==> config.mk <==
export PLATFORM = sky130hd
export DESIGN_NAME = if_fetch_unit
export DESIGN_NICKNAME = d
export VERILOG_FILES = /design/src/rtl/if_fetch_unit.sv
export SDC_FILE = /design/constraint.sdc
export NUM_CORES = 1
export LEC_CHECK = 0
export CORE_ASPECT_RATIO = 1.2
export CORE_MARGIN = 3
export CORE_UTILIZATION = 54
export CTS_CLUSTER_SIZE = 12
export DETAILED_ROUTE_END_ITERATION = 16
export HOLD_SLACK_MARGIN = 0.08
export PLACE_DENSITY_LB_ADDON = 0.05
export SYNTH_ARGS = -nofsm -noshare
export SYNTH_HDL_FRONTEND = slang
export SYNTH_SLANG_ARGS = --single-unit
export TNS_END_PERCENT = 10
==> constraint.sdc <==
create_clock -name clk -period 11.79 [get_ports clk]
set_input_delay 1.7685 -clock clk [delete_from_list [all_inputs] [get_ports clk]]
set_output_delay 1.7685 -clock clk [all_outputs]
set_load 0.02 [all_outputs]
==> src/rtl/if_fetch_unit.sv <==
// if_fetch_unit: instruction-fetch stage of the 5-stage pipeline.
//
// Owns the PC, an optional direct-mapped one-word-per-line instruction cache
// and a byte-serial miss path to the memory arbiter.
//
// Build option:
//   IF_ICACHE_EN  defined   -> cache with 2^ICACHE_IDX_W lines; hits deliver
//                              one instruction per cycle, misses fill a line.
//                 undefined -> no cache storage; every instruction takes the
//                              4-byte fetch path and is delivered straight
//                              from the fourth returned byte.
//
// Ports:
//   clk, rst            clock, asynchronous active-high reset
//   stall_in[4:0]       bit0 holds PC, bit1 holds IF outputs, bits 4:2 unused
//   jump_en, jump_addr  redirect from EX (single-cycle pulse, word aligned)
//   mem_req, mem_addr   byte-read request / byte address to memory arbiter
//   mem_grant, mem_byte returned byte valid for mem_addr this cycle
//   if_pc, if_inst,     registered output into the IF/ID register
//   if_valid            (if_valid = 0 is a bubble)
//   if_stall            combinational "cannot deliver", independent of stall_in
//
// State | meaning
// ------+---------------------------------------------------------------
// IDLE  | PC ready; deliver on hit, otherwise launch a 4-byte fetch
// FETCH | byte-serial read in progress, cnt = bytes already received
module if_fetch_unit #(
  parameter logic [31:0] RESET_PC     = 32'h0000_0000,
  parameter int          ICACHE_IDX_W = 6
) (
  input  logic        clk,
  input  logic        rst,
  input  logic [4:0]  stall_in,
  input  logic        jump_en,
  input  logic [31:0] jump_addr,
  output logic        mem_req,
  output logic [31:0] mem_addr,
  input  logic        mem_grant,
  input  logic [7:0]  mem_byte,
  output logic [31:0] if_pc,
  output logic [31:0] if_inst,
  output logic        if_valid,
  output logic        if_stall
);

  localparam logic [31:0] NOP = 32'h0000_0013;

  typedef enum logic {IDLE, FETCH} state_t;

  state_t      state, state_nxt;
  logic [31:0] pc;
  logic [1:0]  cnt;
  logic [23:0] byte_buf;
  logic [31:0] fetched_word;
  logic        last_grant;
  logic        hit;
  logic [31:0] line;
  logic        unused_bits;

  // The fourth byte is taken directly from the bus, so only three are buffered.
  assign fetched_word = {mem_byte, byte_buf};
  assign last_grant   = (state == FETCH) && mem_grant && (cnt == 2'd3) && !jump_en;

`ifdef IF_ICACHE_EN
  localparam int LINES = 1 << ICACHE_IDX_W;
  localparam int TAG_W = 32 - ICACHE_IDX_W - 2;

  logic [LINES-1:0]        valid_q;
  logic [TAG_W-1:0]        tag_mem  [LINES];
  logic [31:0]             data_mem [LINES];
  logic [ICACHE_IDX_W-1:0] idx;
  logic [TAG_W-1:0]        tag;

  assign idx  = pc[ICACHE_IDX_W+1:2];
  assign tag  = pc[31:ICACHE_IDX_W+2];
  assign hit  = valid_q[idx] && (tag_mem[idx] == tag);
  assign line = data_mem[idx];

  // A redirect never flags a fresh miss; only an in-flight fetch stalls.
  assign if_stall = (state == FETCH) || (!jump_en && !hit);

  always_ff @(posedge clk or posedge rst) begin
    if (rst) begin
      valid_q <= '0;
    end else if (last_grant) begin
      valid_q[idx] <= 1'b1;
    end
  end

  // Tag/data arrays need no reset: valid_q guards every read.
  always_ff @(posedge clk) begin
    if (last_grant) begin
      tag_mem[idx]  <= tag;
      data_mem[idx] <= fetched_word;
    end
  end

  assign unused_bits = ^stall_in[4:2];
`else
  assign hit  = 1'b0;
  assign line = fetched_word;

  // Without a cache the word is delivered on the 4th grant, so IDLE is the
  // delivery cycle and never reports a stall.
  assign if_stall = (state == FETCH);

  assign unused_bits = ^{stall_in[4:2], pc[ICACHE_IDX_W+1:2], line};
`endif

  always_comb begin
    state_nxt = state;
    if (jump_en) begin
      state_nxt = IDLE;
    end else begin
      case (state)
        IDLE:  if (!hit) state_nxt = FETCH;
        FETCH: if (mem_grant && cnt == 2'd3) state_nxt = IDLE;
      endcase
    end
  end

  always_ff @(posedge clk or posedge rst) begin
    if (rst) begin
      state    <= IDLE;
      pc       <= RESET_PC;
      cnt      <= 2'd0;
      byte_buf <= 24'd0;
      mem_req  <= 1'b0;
      mem_addr <= 32'd0;
      if_pc    <= 32'd0;
      if_inst  <= NOP;
      if_valid <= 1'b0;
    end else begin
      state <= state_nxt;
      if (jump_en) begin
        // Partial bytes are simply abandoned; nothing is written to the cache.
        pc       <= jump_addr;
        cnt      <= 2'd0;
        mem_req  <= 1'b0;
        mem_addr <= jump_addr;
        if (!stall_in[1]) if_valid <= 1'b0;
      end else begin
        case (state)
          IDLE: begin
            if (hit) begin
              if (!stall_in[1]) begin
                if_inst  <= line;
                if_pc    <= pc;
                if_valid <= 1'b1;
              end
              if (!stall_in[0]) pc <= pc + 32'd4;
            end else begin
              cnt      <= 2'd0;
              mem_req  <= 1'b1;
              mem_addr <= pc;
              if (!stall_in[1]) if_valid <= 1'b0;
            end
          end
          FETCH: begin
            if (!stall_in[1]) if_valid <= 1'b0;
            if (mem_grant) begin
              cnt      <= cnt + 2'd1;
              mem_addr <= pc + {30'd0, cnt} + 32'd1;
              case (cnt)
                2'd0: byte_buf[7:0]   <= mem_byte;
                2'd1: byte_buf[15:8]  <= mem_byte;
                2'd2: byte_buf[23:16] <= mem_byte;
                default: begin
                  mem_req <= 1'b0;
`ifndef IF_ICACHE_EN
                  if (!stall_in[1]) begin
                    if_inst  <= fetched_word;
                    if_pc    <= pc;
                    if_valid <= 1'b1;
                  end
                  if (!stall_in[0]) pc <= pc + 32'd4;
`endif
                end
              endcase
            end
          end
        endcase
      end
    end
  end

endmodule

==> impl_metrics.yaml, run 1 <==
global_route:
  antenna_found_initial: 0
  grt_max_degree: 88
  grt_pass1_vias: 5661
  overflow: 0
  grt_pass1_wl_um: 29600
  grt_use_total_pct: 24.7
cells_and_area:
  syn_to_final_growth_pct: 28.2
  fin_cells: 940
  nets: 817
  drive_gt1_share_pct: 19.2
  finalInstanceArea_mm2: 0.00958
  nFillCells: 976
  antenna_cells: 0
sta:
  post-route-min-period_ns: 3.99
  fin_crit_sh_pct: 33.9
  max_slew_margin_pct: 23.4
  whs_ns: 0.482
  finalSetupViolCount: 0
  hold_viol: 0
  max_freq_mhz: 251
  finalClockSkew_ns: 0.00616
  tns_ns: 0
  worst_pin_slew_ns: 1.14
  rsz0062_at_grt: "no"
  slew_viol_final: 0
clocking:
  numCtsBuffers: 17
  clockBufferDepth: 2
  cts_setup_buffers: 0
  clk_pin_slew_ns: 0.06
  cts_resized: 0
  htreeDepth: 4
  clock_sinks: 157
  hold_buffers: 0
  cts_tree: "built"
  worstSkewPairLatency_ns: 0.42
  clock_tree.root_cell: "clkbuf_16"
power_and_ir_drop:
  leakage_nw: 4.15
  power.switching_mw: 0.343
  pwr-share-clk_pct: 43.6
  seqPwrFrac_pct: 45.0
  p_sw_share_pct: 25.0
  p_int_mw: 1.03
  power_density_mw_per_mm2: 143
  ir_worst_vdd_v: 0.000147
  combPwrFrac_pct: 11.4
synth:
  ys_ff_latch: 157
  ys_seq_area_share_pct: 52.6
  synth_top_area_share_pct: 51.6
  syn_inst: 635
  async_flop_share_pct: 100
  yosysWarnings: 0
  synth_edf_count: 0
  syn_area_mm2: 0.00747
  synthFlopType: "dfrtp_1"
  syn_avg_cell_area_um2: 11.8
  synth_fp_nets: 693
  synth_top_cell_by_area: "dfrtp_1"
  ys_types: 55
  synth_area_leaders: "dfrtp_1 52%, mux2_2 11%, mux2_4 4.0%, xor2_1 3.9%, nand2_1 3.0%"
detailed_routing:
  drc: 0
  drt-total-wl_um: 17900
  top_layer_used: "met4"
  avgViaCountPerCell: 5.68
  drtPass1Iterations: 4
  final_antenna_net_count: 0
  dr_wl_met3_um: 1520
  wl_met2_um: 8910
  drt_iter0_markers: 289
  wl_per_cell_um: 19.1
  m1WireLength_um: 7170
  via_count: 5340
placed_design:
  dp.cells: 908
  gp_congestion: 0.871
  place_area_mm2: 0.00894
  place_hpwl_um: 12500
  port_buffers: 144
worst_setup_path:
  crit_fanout: 48
  critPathRequiredTime_ns: 12.03
  worstPathCellList: "clkdlybuf4s50_1 > buf_4 > inv_1 > nand2_1 > nor2_2 > nor2_1 > a21oi_1"
  r2r-end: "mem_addr[22]$_DFFE_PP0P_"
  critical_path_class: "input pin to flip-flop"
  worstPathArrival_ns: 4.24
  critPathCaptureType: "flip-flop"
  r2r_setup_slack_ns: 9.05
  r2r_cells: 8
  critPathLaunchType: "input pin"
  critPathMaxStageDelay_ns: 0.94
  r2r_start: "cnt[0]$_DFFE_PP0P_"
  slowest_stage: "nor2_1"
hold_path:
  min_from: "mem_addr[8]$_DFFE_PP0P_"
  holdPathEnd: "mem_addr[8]$_DFFE_PP0P_"
  hp-class: "flip-flop to flip-flop"
  hold_path_depth: 2
job:
  maxCapViolCount: 0
floorplan:
  coreArea_mm2: 0.0134
  die_y_um: 135
  initial_utilization_pct: 56.0
  pin_count: 148
  row_count: 46
  die_area_mm2: 0.0153
  dieWidth_um: 113
outcome:
  status: "finished, final reports clean"
-- power by group through the flow --
stage | clock network, mW | registers [mW] | logic (mW)
CTS | 0.606 | 0.617 | 0.159
detailed placement | 0 | 0.626 | 0.158
finish | 0.598 | 0.617 | 0.157
floorplan | 0 | 0.621 | 0.0924
global route | 0.627 | 0.623 | 0.171
global placement | 0 | 0.624 | 0.154
-- cells by family after synthesis --
logic type      count (synthesis)  synth area share (%)
simple gates                  178                  13.0
flops                         157                  52.6
mux                            99                  15.9
compound gates                 84                  6.78
xor+xnor                       57                  6.68
buf+inv                        51                  3.42
fa+ha+maj                       9                  1.61
-- critical path: cells and delay by family --
kind | cells | cell delay [ns]
compound gates | 1 | 0.16
simple gates | 3 | 1.27
buf+inv | 3 | 1.01
-- area by class of cell --
cell class | count | area [um2] | area share (%)
Multi-Input combinational cell | 427 | 3290 | 34.3
Inverter | 9 | 38.8 | 0.405
Tap cell | 168 | 210 | 2.19
Clock buffer | 17 | 425 | 4.44
Timing Repair Buffer | 147 | 1460 | 15.3
Clock inverter | 15 | 220 | 2.30
Sequential cell | 157 | 3930 | 41.0
-- layer usage --
layer / global-route usage, % / vias up
met3: 8.11 / 26
met2: 40.7 / 176
met5: 0 / -
met1: 30.4 / 2651
li1: - / 2487
met4: 9.02 / 0
-- metrics by stage --
step / setup WS [ns] / utilization [%] / total power [mW]
2_1_floorplan: 5.79 / - / 0.713
3_3_place_gp: 7.46 / 66.9 / 0.778
3_5_place_dp: 7.38 / 66.9 / 0.784
4_1_cts: 7.83 / 71.8 / 1.38
5_1_grt: 7.57 / 71.8 / 1.42
6_report: 7.80 / 71.8 / 1.37
-- flip-flops by register name (all words and copies together), names as in the netlist, named ones only --
register / cells
byte_buf: 24
cnt: 2
if_stall: 1
pc: 32
if_inst: 32
if_pc: 32
mem_addr: 32
mem_req: 1
-- how the worst max path moves through the flow --
stage / startpoint / to / slack (ns) / depth (start not counted)
global route: jump_en / mem_addr[12]$_DFFE_PP0P_ / 7.57 / 7
finish: jump_en / mem_addr[20]$_DFFE_PP0P_ / 7.80 / 7
floorplan: rst / async pin / 5.79 / 1
detailed placement: jump_en / mem_addr[20]$_DFFE_PP0P_ / 7.38 / 7
CTS: jump_en / mem_addr[20]$_DFFE_PP0P_ / 7.83 / 7
global placement: jump_en / mem_addr[3]$_DFFE_PP0P_ / 7.46 / 7
-- placed cells by master, fill, tap and decap left out, types with 8 or more instances in the layout --
master | synthesis | final
xor2_1 | 33 | 33
ha_1 | 8 | 8
dfrtp_1 | 154 | 154
mux2_4 | 20 | 20
clkdlybuf4s50_1 | 0 | 144
inv_1 | 9 | 8
o21ai_0 | 29 | 29
nor2_1 | 26 | 26
xnor2_1 | 24 | 24
nand4_1 | 23 | 23
nor3_1 | 8 | 8
nand2_1 | 60 | 60
o22ai_1 | 9 | 9
a21oi_1 | 18 | 18
mux2_2 | 72 | 72
nand3_1 | 20 | 20
o211ai_1 | 9 | 9
clkbuf_16 | 0 | 17
-- cells in the mapped netlist, types with 4 or more instances --
| master | number |
|---|---|
| nand2b_1 | 7 |
| dfrtp_1 | 154 |
| clkbuf_1 | 17 |
| mux2_2 | 72 |
| buf_2 | 17 |
| a21oi_1 | 18 |
| buf_6 | 4 |
| nand3_1 | 20 |
| o211ai_1 | 9 |
| o22ai_1 | 9 |
| o21ai_0 | 29 |
| inv_1 | 9 |
| nor2_1 | 26 |
| xnor2_1 | 24 |
| nand4_1 | 23 |
| nor3_1 | 8 |
| xor2_1 | 33 |
| or3_1 | 5 |
| nand2_1 | 60 |
| ha_1 | 8 |
| mux2_1 | 5 |
| mux2_4 | 20 |
No activity file was read; power rests on OpenSTA's default activity.
==> inputs of run 2 (changes only) <==
CORE_UTILIZATION = 52   (was 54)
clock period = 3.7 ns   (was 11.79 ns; I/O delays follow)
==> run 2 against run 1 <==
  * Via count is 0.69% lower
  * Cell area is 0.17% lower
  * Largest power group unchanged
  * Global-route usage is 0.72 points lower
  * Combinational power grew to 3.2 times the previous value
  * Critical path depth is 1 higher
  * Clock power grew to 3.0 times the previous value
  * Setup slack worse by 6.9 ns
  * Die area is 3.7% higher
  * Hold slack worse by 0.00078 ns
  * Final cell count is 0.43% higher
==> impl_metrics.yaml, run 2 (synthesized netlist as in run 1, its figures left out) <==
detailed_routing:
  drtPass1Iterations: 4
  final_antenna_net_count: 0
  drt-total-wl_um: 18100
  via_count: 5303
  wl_per_cell_um: 19.2
  avgViaCountPerCell: 5.62
  drt_iter0_markers: 321
  drc: 0
sta:
  max_freq_mhz: 363
  tns_ns: 0
  post-route-min-period_ns: 2.76
  worst_pin_slew_ns: 1.15
  finalClockSkew_ns: 0.00981
  finalSetupViolCount: 0
  fin_crit_sh_pct: 74.5
  slew_viol_final: 0
  hold_viol: 0
  rsz0062_at_grt: "no"
  max_slew_margin_pct: 23.0
floorplan:
  pin_count: 148
  coreArea_mm2: 0.0139
  row_count: 47
  die_area_mm2: 0.0159
  dieWidth_um: 115
  die_y_um: 137
  initial_utilization_pct: 53.6
clocking:
  numCtsBuffers: 17
  htreeDepth: 4
  clock_sinks: 157
  cts_setup_buffers: 0
  clockBufferDepth: 2
  cts_tree: "built"
  clock_tree.root_cell: "clkbuf_16"
  cts_resized: 0
  worstSkewPairLatency_ns: 0.43
  clk_pin_slew_ns: 0.06
  hold_buffers: 0
power_and_ir_drop:
  power.total_mw: 4.26
  seqPwrFrac_pct: 46.2
  power_density_mw_per_mm2: 445
  pwr-share-clk_pct: 42.1
  p_sw_share_pct: 25.8
  combPwrFrac_pct: 11.7
  power.switching_mw: 1.10
  leakage_nw: 4.13
  ir_worst_vdd_v: 0.000331
  p_int_mw: 3.16
cells_and_area:
  nets: 818
  multi_input_area_mm2: 0.00329
  syn_to_final_growth_pct: 28.0
  nFillCells: 1101
  regArea_mm2: 0.00393
  final_common_cell: "dfrtp_1"
  layout_common_cells: "154 x dfrtp_1, 144 x clkdlybuf4s50_1, 72 x mux2_2"
  antenna_cells: 0
  drive_gt1_share_pct: 19.3
placed_design:
  port_buffers: 144
  place_hpwl_um: 12400
  gp_congestion: 0.844
hold_path:
  min_from: "mem_addr[2]$_DFFE_PP0P_"
  holdPathEnd: "mem_addr[2]$_DFFE_PP0P_"
  hp-class: "flip-flop to flip-flop"
  hold_path_depth: 2
global_route:
  grt_pass1_vias: 5482
  grt_max_degree: 158
  overflow: 0
  antenna_found_initial: 0
  grt_use_total_pct: 24.0
  grt_pass1_wl_um: 29200
worst_setup_path:
  worstPathArrival_ns: 3.10
  r2r-end: "mem_addr[22]$_DFFE_PP0P_"
  r2r_cells: 8
  critPathRequiredTime_ns: 4.04
  critPathLaunchType: "flip-flop"
  crit_fanout: 6
  critPathCaptureType: "flip-flop"
  r2r_start: "cnt[0]$_DFFE_PP0P_"
  critical_path_class: "flip-flop to flip-flop"
  r2r_setup_slack_ns: 0.94
job:
  maxCapViolCount: 0
outcome:
  status: "finished, final reports clean"
## run 2: cell count changes in the layout (fill, tap and decap cells not counted)
| cell | before | now |
|---|---|---|
| buf_12 | 0 | 1 |
| inv_6 | 2 | 1 |
| clkinvlp_4 | 2 | 4 |
| bufinv_16 | 5 | 3 |
| clkbuf_8 | 0 | 1 |
## run 2: final cells by class
class / instances / share of cell area (%)
clock buffers: 18 / 4.59
well taps: 171 / 2.24
flip-flops and latches: 157 / 41.1
inverters: 9 / 0.392
clock inverters: 14 / 1.75
repair buffers: 148 / 15.5
multi-input cells: 427 / 34.4
## run 2: layer usage
layer | wire length, um | vias to the layer above | GRT usage, %
li1 | - | 2483 | -
met1 | 7550 | 2666 | 30.4
met2 | 9080 | 136 | 38.9
met3 | 1250 | 18 | 8.39
met4 | 236 | 0 | 7.18
met5 | 0 | - | 0
## run 2: through the flow
stage,utilization (%),instance area (um2),instances,hold slack (ns),setup slack (ns)
after global placement,64.3,8960,912,0.470,0.732
after global routing,68.6,9570,944,0.513,0.760
after CTS,68.6,9570,944,0.488,0.958
after floorplan,-,7480,635,0.475,1.16
after detailed placement,64.3,8960,912,0.470,0.677
final,68.6,9570,944,0.481,0.942
## run 2: worst max path at each step
stage                       start                  endpoint  slack (ns)  cells past startpoint
6_report       cnt[0]$_DFFE_PP0P_  mem_addr[22]$_DFFE_PP0P_        0.94                      8
2_1_floorplan                 rst                 async pin        1.16                      1
4_1_cts        cnt[0]$_DFFE_PP0P_  mem_addr[22]$_DFFE_PP0P_        0.96                      8
5_1_grt        cnt[0]$_DFFE_PP0P_  mem_addr[22]$_DFFE_PP0P_        0.76                      8
3_5_place_dp              jump_en  mem_addr[28]$_DFFE_PP0P_        0.68                      4
3_3_place_gp            mem_grant        pc[13]$_DFFE_PP0N_        0.73                      6
## run 2: power groups by stage
stage / registers [mW] / clock network [mW] / logic, mW
2_1_floorplan: 1.98 / 0 / 0.295
3_3_place_gp: 1.99 / 0 / 0.492
3_5_place_dp: 2.00 / 0 / 0.502
4_1_cts: 1.97 / 1.83 / 0.506
5_1_grt: 1.99 / 1.90 / 0.546
6_report: 1.97 / 1.79 / 0.498
## run 2: critical path, stage by stage (launching register included)
cell and delay, ns:
dfrtp_1 0.45, inv_1 0.11, ha_1 0.23, fa_1 0.42, nand2b_1 0.25, nor3_1 0.61, nand4_1 0.22, xor2_1 0.18
o211ai_1 0.19
==> inputs of run 3 (changes only) <==
CORE_UTILIZATION = 47   (was 52)
clock period = 2.3 ns   (was 3.7 ns; I/O delays follow)
==> run 3 against run 2 <==
  * Flip-flop and latch count did not move
  * Die area is 10% higher
  * Clock skew shrank 0.0046 ns
  * Largest cell class unchanged
==> impl_metrics.yaml, run 3 (synthesized netlist as in run 1, its figures left out) <==
worst_setup_path:
  worstPathArrival_ns: 2.40
  critPathMaxStageDelay_ns: 0.42
  critPathLaunchType: "flip-flop"
  crit_fanout: 4
  critical_path_class: "flip-flop to flip-flop"
  cp_num_buf_inv: 1
  critPathRequiredTime_ns: 2.55
  critPathCaptureType: "flip-flop"
  slowest_stage: "fa_1"
  startpoint: "cnt[0]$_DFFE_PP0P_"
  crit_end: "mem_addr[12]$_DFFE_PP0P_"
  critical-path-top-delay-family: "simple AND/OR/NAND/NOR gates"
  r2r_cells: 8
  r2r-end: "mem_addr[12]$_DFFE_PP0P_"
  crit_cells: 8
  worstPathCellList: "inv_1 > ha_1 > fa_1 > nand2b_4 > or3_1 > nor2_1 > xnor2_1 > a21oi_1"
  r2r_setup_slack_ns: 0.15
  r2r_start: "cnt[0]$_DFFE_PP0P_"
detailed_routing:
  drt-total-wl_um: 19000
  drtPass1Iterations: 4
  via_count: 5462
  drt_iter0_markers: 376
  wl_per_cell_um: 18.8
  drc: 0
  final_antenna_net_count: 0
  avgViaCountPerCell: 5.40
sta:
  finalClockSkew_ns: 0.00524
  tns_ns: 0
  slew_viol_final: 0
  rsz0062_at_grt: "no"
  fin_ws_ns: 0.151
  post-route-min-period_ns: 2.15
  max_freq_mhz: 465
  fin_crit_sh_pct: 93.4
  hold_viol: 0
  max_slew_margin_pct: 19.5
  worst_pin_slew_ns: 1.20
  finalSetupViolCount: 0
floorplan:
  coreArea_mm2: 0.0153
  dieWidth_um: 121
  die_y_um: 144
  row_count: 49
  initial_utilization_pct: 49.0
  pin_count: 148
  die_area_mm2: 0.0175
job:
  maxCapViolCount: 0
power_and_ir_drop:
  power_density_mw_per_mm2: 692
  leakage_nw: 4.32
  ir_worst_vdd_v: 0.000474
placed_design:
  gp_congestion: 0.883
  detailedPlace.worstSlack_ns: -0.0318
  place_hpwl_um: 13600
  port_buffers: 144
hold_path:
  hp-class: "input pin to async pin"
cells_and_area:
  nets: 852
  antenna_cells: 0
  syn_to_final_growth_pct: 32.5
  drive_gt1_share_pct: 22.9
  layout_common_cells: "154 x dfrtp_1, 144 x clkdlybuf4s50_1, 72 x mux2_2"
  final_common_cell: "dfrtp_1"
  nFillCells: 1191
global_route:
  antenna_found_initial: 0
  top_usage_layer: "met2"
  met2_usage_pct: 38.5
  use_met3_pct: 7.75
  grt_pass1_vias: 5887
  grt_use_total_pct: 22.8
  overflow: 0
  grt_max_degree: 67
  grtUsageMet1_pct: 27.6
  grt_pass1_wl_um: 31000
outcome:
  status: "finished, final reports clean"
clocking:
  hold_buffers: 0
  cts_setup_buffers: 0
  clock_sinks: 157
  cts_resized: 0
  cts_tree: "built"
  worstSkewPairLatency_ns: 0.43
  clk_pin_slew_ns: 0.06
  clock_tree.root_cell: "clkbuf_16"
  htreeDepth: 4
  numCtsBuffers: 17
  clockBufferDepth: 2
## run 3: cell count changes in the layout (fill, tap and decap cells not counted), sizes merged
cell    change
clkinv      -2
buf        +34
inv         +3
bufinv      -1
## run 3: report_power, final
group          switching (mW)  total (mW)  internal [mW]
Combinational           0.440       0.869          0.428
Clock                    1.20        2.84           1.65
Sequential              0.187        3.14           2.95
Total                    1.82        6.85           5.03
## run 3: cell type report
class / instances / area (um2) / area share [%]
clock inverter: 14 / 160 / 1.62
multi-input combinational: 427 / 3300 / 33.4
clock buffer: 18 / 439 / 4.43
inverter: 9 / 37.5 / 0.379
tap: 204 / 255 / 2.58
sequential: 157 / 3930 / 39.7
timing repair buffer: 182 / 1780 / 17.9
## run 3: worst min path at each step
stage	start	slack (ns)	endpoint
floorplan	stall_in[1]	0.46	flip-flop
global route	rst	0.19	if_inst[22]$_DFFE_PP0P_
detailed placement	mem_addr[5]$_DFFE_PP0P_	0.47	mem_addr[5]$_DFFE_PP0P_
finish	rst	0.19	if_inst[22]$_DFFE_PP0P_
CTS	rst	0.18	if_inst[22]$_DFFE_PP0P_
global placement	flip-flop	0.47	flip-flop
## run 3: per-layer routing
metal  up-vias  part of all wire [%]
met5         -                     0
met4         0                   1.8
met3        24                   7.2
met2       173                    50
met1      2723                    41
li1       2542                     -
## run 3: stage by stage
stage	hold slack, ns	cells	total power [mW]	instance area [um2]	util (%)
after floorplan	0.458	635	3.66	7480	-
after global placement	0.467	979	4.03	9290	60.9
after detailed placement	0.475	979	4.06	9290	60.9
after CTS	0.183	1011	6.90	9890	64.8
after global routing	0.187	1011	7.13	9900	64.9
final	0.191	1011	6.85	9900	64.9
## run 3: worst register-to-register path, delay by kind of cell (launching register included)
family                     cells  cell delay, ns
DFF                            1            0.35
xor gates and xnor gates       1            0.13
and+or+nand+nor                3            0.69
buffers and inverters          1            0.08
AOI/OAI and AO/OA              1            0.08
adders and majority gates      2            0.64
